### src/rtl/mips_muldiv_if.sv
// Core-side handshake between the execute stage and the HI/LO multiply/divide unit.
// The core drives requests and MTHI/MTLO data; the unit returns status and HI/LO.
interface mips_muldiv_if #(
    parameter int WIDTH = 32
);
    logic             start;
    logic [1:0]       op;
    logic [WIDTH-1:0] op_a;
    logic [WIDTH-1:0] op_b;
    logic             mthi;
    logic             mtlo;
    logic [WIDTH-1:0] wdata;
    logic             busy;
    logic             done;
    logic [WIDTH-1:0] hi;
    logic [WIDTH-1:0] lo;

    modport master (
        output start, op, op_a, op_b, mthi, mtlo, wdata,
        input  busy, done, hi, lo
    );

    modport slave (
        input  start, op, op_a, op_b, mthi, mtlo, wdata,
        output busy, done, hi, lo
    );
endinterface

### src/rtl/mips_muldiv.sv
// Iterative MIPS multiply/divide unit owning HI/LO: one shared WIDTH-step datapath
// runs shift-add multiply or restoring divide on operand magnitudes, then fixes signs.
module mips_muldiv #(
    parameter int WIDTH = 32
) (
    input  logic          clk,
    input  logic          reset,
    input  logic          clk_enable,
    mips_muldiv_if.slave  bus
);

    localparam int CW = (WIDTH > 1) ? $clog2(WIDTH) : 1;

    typedef enum logic [1:0] {
        IDLE,
        RUN,
        FIX
    } state_t;

    state_t             state_q, state_d;
    logic [CW-1:0]      cnt_q;
    logic               is_div_q, div0_q, sign_a_q, sign_b_q;
    logic [2*WIDTH-1:0] acc_q;   // mul: {partial product, multiplier}; div: {remainder, quotient}
    logic [WIDTH-1:0]   opd_q;   // multiplicand or divisor magnitude
    logic [WIDTH-1:0]   hi_q, lo_q;
    logic               done_q;

    // Operand capture: magnitudes for signed ops, raw values for unsigned ops.
    logic             op_signed, sa, sb;
    logic [WIDTH-1:0] mag_a, mag_b;

    always_comb begin
        op_signed = ~bus.op[0];
        sa        = op_signed & bus.op_a[WIDTH-1];
        sb        = op_signed & bus.op_b[WIDTH-1];
        mag_a     = sa ? -bus.op_a : bus.op_a;
        mag_b     = sb ? -bus.op_b : bus.op_b;
    end

    // One iteration of either algorithm.
    logic [WIDTH:0]     shifted, mul_sum;
    logic               div_ok;
    logic [WIDTH-1:0]   div_sub, rem_next;
    logic [2*WIDTH-1:0] step_acc;

    always_comb begin
        shifted  = {acc_q[2*WIDTH-1:WIDTH], acc_q[WIDTH-1]};
        div_ok   = shifted >= {1'b0, opd_q};
        // The true difference fits in WIDTH bits whenever it is kept, so truncation is exact.
        div_sub  = shifted[WIDTH-1:0] - opd_q;
        rem_next = div_ok ? div_sub : shifted[WIDTH-1:0];
        mul_sum  = {1'b0, acc_q[2*WIDTH-1:WIDTH]}
                 + {1'b0, (acc_q[0] ? opd_q : {WIDTH{1'b0}})};
        step_acc = is_div_q ? {rem_next, acc_q[WIDTH-2:0], div_ok}
                            : {mul_sum, acc_q[WIDTH-1:1]};
    end

    // Sign fixup. A zero divisor leaves remainder = |a|, so the remainder rule
    // restores the original op_a; only the all-ones quotient skips the fixup.
    logic               neg_res;
    logic [2*WIDTH-1:0] prod_fix;
    logic [WIDTH-1:0]   rem_fix, quo_fix, res_hi, res_lo;

    always_comb begin
        neg_res  = sign_a_q ^ sign_b_q;
        prod_fix = neg_res ? -acc_q : acc_q;
        rem_fix  = sign_a_q ? -acc_q[2*WIDTH-1:WIDTH] : acc_q[2*WIDTH-1:WIDTH];
        quo_fix  = (neg_res && !div0_q) ? -acc_q[WIDTH-1:0] : acc_q[WIDTH-1:0];
        res_hi   = is_div_q ? rem_fix : prod_fix[2*WIDTH-1:WIDTH];
        res_lo   = is_div_q ? quo_fix : prod_fix[WIDTH-1:0];
    end

    // NOTE: every variable assigned in always_comb gets a default first, so no path infers a latch.
    always_comb begin
        state_d = state_q;
        unique case (state_q)
            IDLE:    if (bus.start) state_d = RUN;
            RUN:     if (cnt_q == CW'(WIDTH - 1)) state_d = FIX;
            FIX:     state_d = IDLE;
            default: state_d = IDLE;
        endcase
    end

    // NOTE: sequential state uses non-blocking assignments only, so every register samples pre-edge values.
    always_ff @(posedge clk) begin
        if (reset)           state_q <= IDLE;
        else if (clk_enable) state_q <= state_d;
    end

    // NOTE: the datapath registers are cleared with everything else; they are plain flops, not a memory array.
    always_ff @(posedge clk) begin
        if (reset) begin
            cnt_q    <= '0;
            is_div_q <= 1'b0;
            div0_q   <= 1'b0;
            sign_a_q <= 1'b0;
            sign_b_q <= 1'b0;
            acc_q    <= '0;
            opd_q    <= '0;
            hi_q     <= '0;
            lo_q     <= '0;
            done_q   <= 1'b0;
        end else if (clk_enable) begin
            done_q <= 1'b0;
            unique case (state_q)
                IDLE: begin
                    if (bus.mthi) hi_q <= bus.wdata;
                    if (bus.mtlo) lo_q <= bus.wdata;
                    if (bus.start) begin
                        cnt_q    <= '0;
                        is_div_q <= bus.op[1];
                        div0_q   <= (bus.op_b == '0);
                        sign_a_q <= sa;
                        sign_b_q <= sb;
                        acc_q    <= {{WIDTH{1'b0}}, (bus.op[1] ? mag_a : mag_b)};
                        opd_q    <= bus.op[1] ? mag_b : mag_a;
                    end
                end
                RUN: begin
                    acc_q <= step_acc;
                    cnt_q <= cnt_q + 1'b1;
                end
                FIX: begin
                    hi_q   <= res_hi;
                    lo_q   <= res_lo;
                    done_q <= 1'b1;
                end
                default: ;
            endcase
        end
    end

    assign bus.busy = (state_q != IDLE);
    assign bus.done = done_q;
    assign bus.hi   = hi_q;
    assign bus.lo   = lo_q;

endmodule

### src/flat_wrapper.sv
// flat-port wrapper written by rule: the top's interface ports become plain ports
module mips_muldiv_flat 
#(
    parameter int WIDTH = 32
)
  (clk, reset, clk_enable, bus_start, bus_op, bus_op_a, bus_op_b, bus_mthi, bus_mtlo, bus_wdata, bus_busy, bus_done, bus_hi, bus_lo);
  mips_muldiv_if #(.WIDTH(WIDTH)) bus_i ();
  input  logic clk;
  input  logic reset;
  input  logic clk_enable;
  input wire logic [$bits(bus_i.start)-1:0] bus_start;
  input wire logic [$bits(bus_i.op)-1:0] bus_op;
  input wire logic [$bits(bus_i.op_a)-1:0] bus_op_a;
  input wire logic [$bits(bus_i.op_b)-1:0] bus_op_b;
  input wire logic [$bits(bus_i.mthi)-1:0] bus_mthi;
  input wire logic [$bits(bus_i.mtlo)-1:0] bus_mtlo;
  input wire logic [$bits(bus_i.wdata)-1:0] bus_wdata;
  output wire logic [$bits(bus_i.busy)-1:0] bus_busy;
  output wire logic [$bits(bus_i.done)-1:0] bus_done;
  output wire logic [$bits(bus_i.hi)-1:0] bus_hi;
  output wire logic [$bits(bus_i.lo)-1:0] bus_lo;
  assign bus_i.start = bus_start;
  assign bus_i.op = bus_op;
  assign bus_i.op_a = bus_op_a;
  assign bus_i.op_b = bus_op_b;
  assign bus_i.mthi = bus_mthi;
  assign bus_i.mtlo = bus_mtlo;
  assign bus_i.wdata = bus_wdata;
  assign bus_busy = bus_i.busy;
  assign bus_done = bus_i.done;
  assign bus_hi = bus_i.hi;
  assign bus_lo = bus_i.lo;
  mips_muldiv #(.WIDTH(WIDTH)) u_core (.clk(clk), .reset(reset), .clk_enable(clk_enable), .bus(bus_i));
endmodule
### config.mk
export PLATFORM = sky130hd
export DESIGN_NAME = mips_muldiv_flat
export DESIGN_NICKNAME = d
export VERILOG_FILES = /design/src/rtl/mips_muldiv_if.sv /design/src/rtl/mips_muldiv.sv /design/src/flat_wrapper.sv
export SDC_FILE = /design/constraint.sdc
export NUM_CORES = 1
export LEC_CHECK = 0
export ABC_AREA = 1
export CELL_PAD_IN_SITES_DETAIL_PLACEMENT = 1
export CELL_PAD_IN_SITES_GLOBAL_PLACEMENT = 1
export CORE_AREA = 2 2 271 273
export CTS_BUF_LIST = sky130_fd_sc_hd__clkbuf_2 sky130_fd_sc_hd__clkbuf_4 sky130_fd_sc_hd__clkbuf_8
export DETAILED_ROUTE_END_ITERATION = 10
export DIE_AREA = 0 0 273 275
export DONT_BUFFER_PORTS = 1
export PLACE_DENSITY_LB_ADDON = 0.05
export SLEW_MARGIN = 20
export SYNTH_ARGS = -nofsm -noshare
export SYNTH_HDL_FRONTEND = slang
export SYNTH_SLANG_ARGS = --single-unit
### constraint.sdc
create_clock -name clk -period 4.1 [get_ports clk]
set_clock_uncertainty 0.2 [all_clocks]
set_input_delay 0.41 -clock clk [delete_from_list [all_inputs] [get_ports clk]]
set_output_delay 0.41 -clock clk [all_outputs]
set_load 0.03 [all_outputs]
# ---- Yosys cells after proc, flatten, opt, wreduce, memory -nomap -nowiden
# Cells that the tools add are included.
# W data, S select, Z words.
dict set report classes {
  add_sub_neg 8
  n_mul 0
  n_div 0
  order_cmp 1
  n_eq_ne 7
  shift 0
  muxes 24
  bitwise 4
  reduce_logical 12
}
# operator count
set op_table {}
lappend op_table {{$mux W32} 12}
lappend op_table {{$mux W64} 3}
lappend op_table {{$neg A32 Y32} 4}
lappend op_table {{$pmux W32 S2} 2}
lappend op_table {{$pmux W64 S2} 1}
lappend op_table {{$neg A64 Y64} 1}
lappend op_table {{$add A32 B32 Y33} 1}
lappend op_table {{$ge A33 B32 Y1} 1}
lappend op_table {{$logic_not A32 Y1} 1}
lappend op_table {{$sub A32 B32 Y32} 1}
lappend op_table {{$reduce_and A3 Y1} 5}
lappend op_table {{$pmux W5 S2} 1}
lappend op_table {{$ne A2 B2 Y1 const B} 3}
lappend op_table {{$reduce_bool A2 Y1} 3}
lappend op_table {{$add A5 B1 Y5 const B} 1}
lappend op_table {{$eq A5 B5 Y1 const B} 1}
lappend op_table {{$mux W5} 1}
lappend op_table {{$mux W2} 2}
lappend op_table {{$pmux W2 S2} 1}
lappend op_table {{$and A1 B1 Y1} 2}
lappend op_table {{$eq A2 B1 Y1 const B} 1}
lappend op_table {{$eq A2 B2 Y1 const B} 1}
lappend op_table {{$logic_not A2 Y1} 1}
lappend op_table {{$ne A2 B1 Y1 const B} 1}
lappend op_table {{5 further kinds} 5}
dict set report word_totals {
  reg_bits 172
  latchBits 0
  ram_bits 0
  rom_bits 0
  input_bits 104
  output_inout_bits 66
  elab_cells 67
  n_memories 0
}

# ---- Logic depth before layout (Yosys ltp)
dict set report depth {
  word_depth 6
  mapped_depth 20
  depth_no_buf 18
}

# ---- Worst setup path before layout
# Ideal clock, no wire load.
dict set report synth_timing {
  path_kind {reg-to-reg}
  startpoint {register u_core.acc_q[0]}
  endpoint {register u_core.acc_q[61]}
  setup_time_ps 132
  arrival_time_ps 2399
  required_ps 3768
  path_slack_ps 1369
  stages_incl_launch_ff 20
  path_buffers 2
  period_less_slack_ps 2731
  path_cell_list {dfxtp_1 buf_2 clkbuf_1 nand2_1 inv_1 ha_1 inv_1 fa_1 inv_1 nand3_1 nand3_1 nand2_1 nand2_1 nand3_1 nand2_1 nand2_1 nand3_1 nand3_1 nand3_1 a21oi_1}
}
dict set report synth_via {
  elab_chain_cells 4
}
# item line
set synth_rtl {}
lappend synth_rtl {{start: declaration} mips_muldiv.sv:23} ;# logic [2*WIDTH-1:0] acc_q;
lappend synth_rtl {{start signal: assignment} mips_muldiv.sv:115} ;# acc_q <= {{WIDTH{1'b0}}, (bus.op[1] ? mag_a : mag_b)};
lappend synth_rtl {{start signal: assignment} mips_muldiv.sv:120} ;# acc_q <= step_acc;
lappend synth_rtl {{$mux W32} mips_muldiv.sv:53} ;# + {1'b0, (acc_q[0] ? opd_q : {WIDTH{1'b0}})};
lappend synth_rtl {{$add A32 B32 Y33} mips_muldiv.sv:53}
lappend synth_rtl {{$mux W64} mips_muldiv.sv:54} ;# step_acc = is_div_q ? {rem_next, acc_q[WIDTH-2:0], div_ok}
lappend synth_rtl {{$pmux W64 S2} mips_muldiv.sv:105} ;# unique case (state_q)
# No other way between the ends.
# A chain may end at the register's enable or synchronous reset.

# ---- Worst setup path in the final report
# Same ends and word-level chain as after synthesis.

==> results.cfg <==
[die]
core_um2 = 72340
die_y_um = 275
start_util_pct = 24.74
boundaryPins = 170
die_area_um2 = 75080
num_rows = 99
die_w_um = 273

[grt]
antenna_found_initial = 8
grt_max_degree = 65
globalRouteOverflowTotal = 0
grt_pass1_wl_mm = 150.7
grt_usage_pct = 27.45
grt_pass1_vias = 21463

[synthesis]
yosysTopAreaCellShare_pct = 20.33
synth_edf_count = 0
synthTopCellsByArea = nand2_1 20%, dfxtp_1 19%, inv_1 9.7%
synthFlopType = dfxtp_1
synth_cell_types = 50
ys_warn_count = 0
avgSynthCellArea_um2 = 5.529
syn_inst = 3236
syn-cell-area_um2 = 17890
syn_nets = 3412
ys_seq_area_share_pct = 19.24
async_flop_share_pct = 0
synth_top_cell_by_area = nand2_1
synth-seq-cells = 172

[setup_path]
cp-end-kind = register
setup.worst_path.start = u_core.acc_q[0]
startpoint_type = register
arrival_ns = 3.87
reg2reg_to = u_core.acc_q[61]
ff2ff_setup_slack_ns = 0.53
critPathRequiredTime_ns = 4.40
crit_end = u_core.acc_q[61]
regToRegStartpoint = u_core.acc_q[0]
path_class = register to register
worstPathMaxFanout = 32
reg2regPathDepth = 16

[clock_tree]
hold_buffers = 53
cts-root-buf = clkbuf_8
clk-insertion-delay-late_ns = 0.59
clock-sinks = 172
clk_path_buf_depth = 2
cts_tree = done
postCtsSetupRepairBufs = 0
h-tree-depth = 4
cts.clk_slew.worst_paths_ns = 0.12
cts_buffers = 17
cts-resized-gates = 0

[hold_path]
hold_class = input pin to register

[sta]
period_minus_slack_ns = 3.571
hold_violations = 0
setup_viol = 0
rsz0062_at_grt = false
fin_crit_sh_pct = 87.10
tightestPinTransition_ns = 1.024
setup_ws_ns = 0.5290
fin_tns_setup_ns = 0
max-slew-margin-rel_pct = 31.54
finalMaxSlewViolations = 0
max_freq_mhz = 280.0
worst_hold_slack_ns = 0.03452

[pwr]
peakVddDrop_v = 0.0002790
p_leak_nw = 9.817
finalPower_mw = 5.278
powerDensity_nw_per_um2 = 263.2

[finish]
area_growth_pct = 12.08
n_fill_cell = 9606
final_area_um2 = 20060
multi_input_area_um2 = 12150
drive_gt1_share_pct = 5.949
seqCellArea_um2 = 3447
final_cells = 4221
utilization_pct = 27.72
nets = 3424

[drt]
drt_iter0_markers = 1507
drt-pass1-iter-count = 5
ant_nets = 0
avgRoutedWirePerCell_um = 25.04
wirelength_mm = 105.7
vias = 21715
routed_via_density = 5.145
drcViolationCount = 0

[placed_design]
port_buffers = 0
place.gp.congestion = 0.9356
pre_cts_slack_ns = 0.5215
place_inst = 4135
dp_hpwl_mm = 87.00
dpl-instance-area_um2 = 19070

[flow_run]
cap_violations = 0

[outcome]
outcome = finished clean
==> Yosys cell counts (4+ instances only) <==
cell        n
nand2_1   969
inv_1     464
nand3_1   279
nor2_1    275
o21ai_0   251
a21oi_1   220
dfxtp_1   172
clkbuf_1   86
ha_1       70
a31oi_1    60
nand4_1    60
xor2_1     43
nor3_1     40
o211ai_1   32
or2_2      19
buf_2      18
inv_2      18
nor2_2     18
xnor2_1    18
nand2_2    13
o21ai_1    12
o21bai_1   12
buf_1       9
nand3b_1    9
nor4_1      7
nor2_4      5
nor3_2      5
and2_1      4
buf_6       4
o211ai_2    4
o21a_1      4
o221ai_1    4
o31ai_1     4
==> final cells by class <==
type,count,share of cell area (%)
clock inverter,14,0.9732
tap,959,5.983
antenna,1,0.01248
clock buffer,18,1.204
multi-input combinational,2461,60.59
sequential,172,17.19
inverter,483,9.046
timing repair buffer,113,5.003
==> power by group <==
| part | leakage, nW | switching, mW | internal (mW) |
|---|---|---|---|
| Combinational | 8.19 | 1.37 | 0.531 |
| Sequential | 1.41 | 0.191 | 1.76 |
| Clock | 0.218 | 0.842 | 0.580 |
==> per-layer routing <==
layer / track usage, % / part of all wire, %
met1: 36.62 / 46
met5: 0 / 0.012
met2: 46.73 / 47
met4: 7.449 / 2.5
met3: 3.081 / 4.0
==> sequential cells by signal (all words and copies together) (netlist names), 2 cells and up <==
| signal | cells |
|---|---|
| u_core.acc_q | 64 |
| u_core.bus.hi | 32 |
| u_core.bus.lo | 32 |
| u_core.cnt_q | 5 |
| u_core.opd_q | 32 |
| u_core.state_q | 2 |
==> kinds of logic (layout without fill, tap and decap cells) <==
kind of cell | after synthesis | count (layout) | share of synthesized area [%]
AOI/OAI and AO/OA | 617 | 617 | 18.89
xor gates and xnor gates | 61 | 61 | 2.986
adders and majority gates | 72 | 72 | 5.119
buffers and inverters | 603 | 628 | 13.01
DFF | 172 | 172 | 19.24
other | 0 | 1 | 0
and+or+nand+nor | 1711 | 1711 | 40.75
==> worst max-delay path: stages (launching register included) <==
cell and delay (ns):
dfxtp_1 0.41, buf_4 0.43, nand2_1 0.31, fa_1 0.49, inv_1 0.16, nand3_1 0.09
nand3_1 0.23, nand2_1 0.09, nand2_1 0.20, nand3_1 0.14, nand2_1 0.18, nand2_1 0.10
nand2_1 0.08, nand2_1 0.04, nand3_1 0.08, nand3_1 0.08, a21oi_1 0.17
==> layout by cell type (no fill, tap or decap), drive strengths merged <==
| cell | instances |
|---|---|
| nand3b | 9 |
| bufinv | 2 |
| nand3 | 281 |
| a21o | 2 |
| fa | 2 |
| o211ai | 36 |
| o221ai | 4 |
| buf | 61 |
| nor3 | 45 |
| o22ai | 3 |
| nor2 | 299 |
| nor4 | 7 |
| a22oi | 2 |
| o21a | 4 |
| inv | 487 |
| dfxtp | 172 |
| a31oi | 60 |
| a21oi | 221 |
| ha | 70 |
| o31ai | 4 |
| nand4 | 60 |
| or2 | 20 |
| clkbuf | 18 |
| a41oi | 2 |
| nand2 | 985 |
| clkinv | 8 |
| xor2 | 43 |
| o41ai | 1 |
| diode | 1 |
| dlygate4sd3 | 52 |
| o21ai | 265 |
| and2 | 4 |
| and3 | 1 |
| xnor2 | 18 |
| o21bai | 13 |
==> worst min-delay path by stage <==
| stage | start | end | cells past startpoint |
|---|---|---|---|
| 2_1_floorplan | u_core.cnt_q[2] | u_core.cnt_q[2] | 1 |
| 3_3_place_gp | u_core.cnt_q[4] | u_core.cnt_q[4] | 2 |
| 3_5_place_dp | u_core.cnt_q[1] | u_core.cnt_q[1] | 2 |
| 4_1_cts | bus_op_a[21] | u_core.opd_q[21] | 4 |
| 5_1_grt | bus_op_b[19] | u_core.opd_q[19] | 6 |
| 6_report | bus_op_b[19] | u_core.opd_q[19] | 6 |
(Power assumes the default switching activity.)
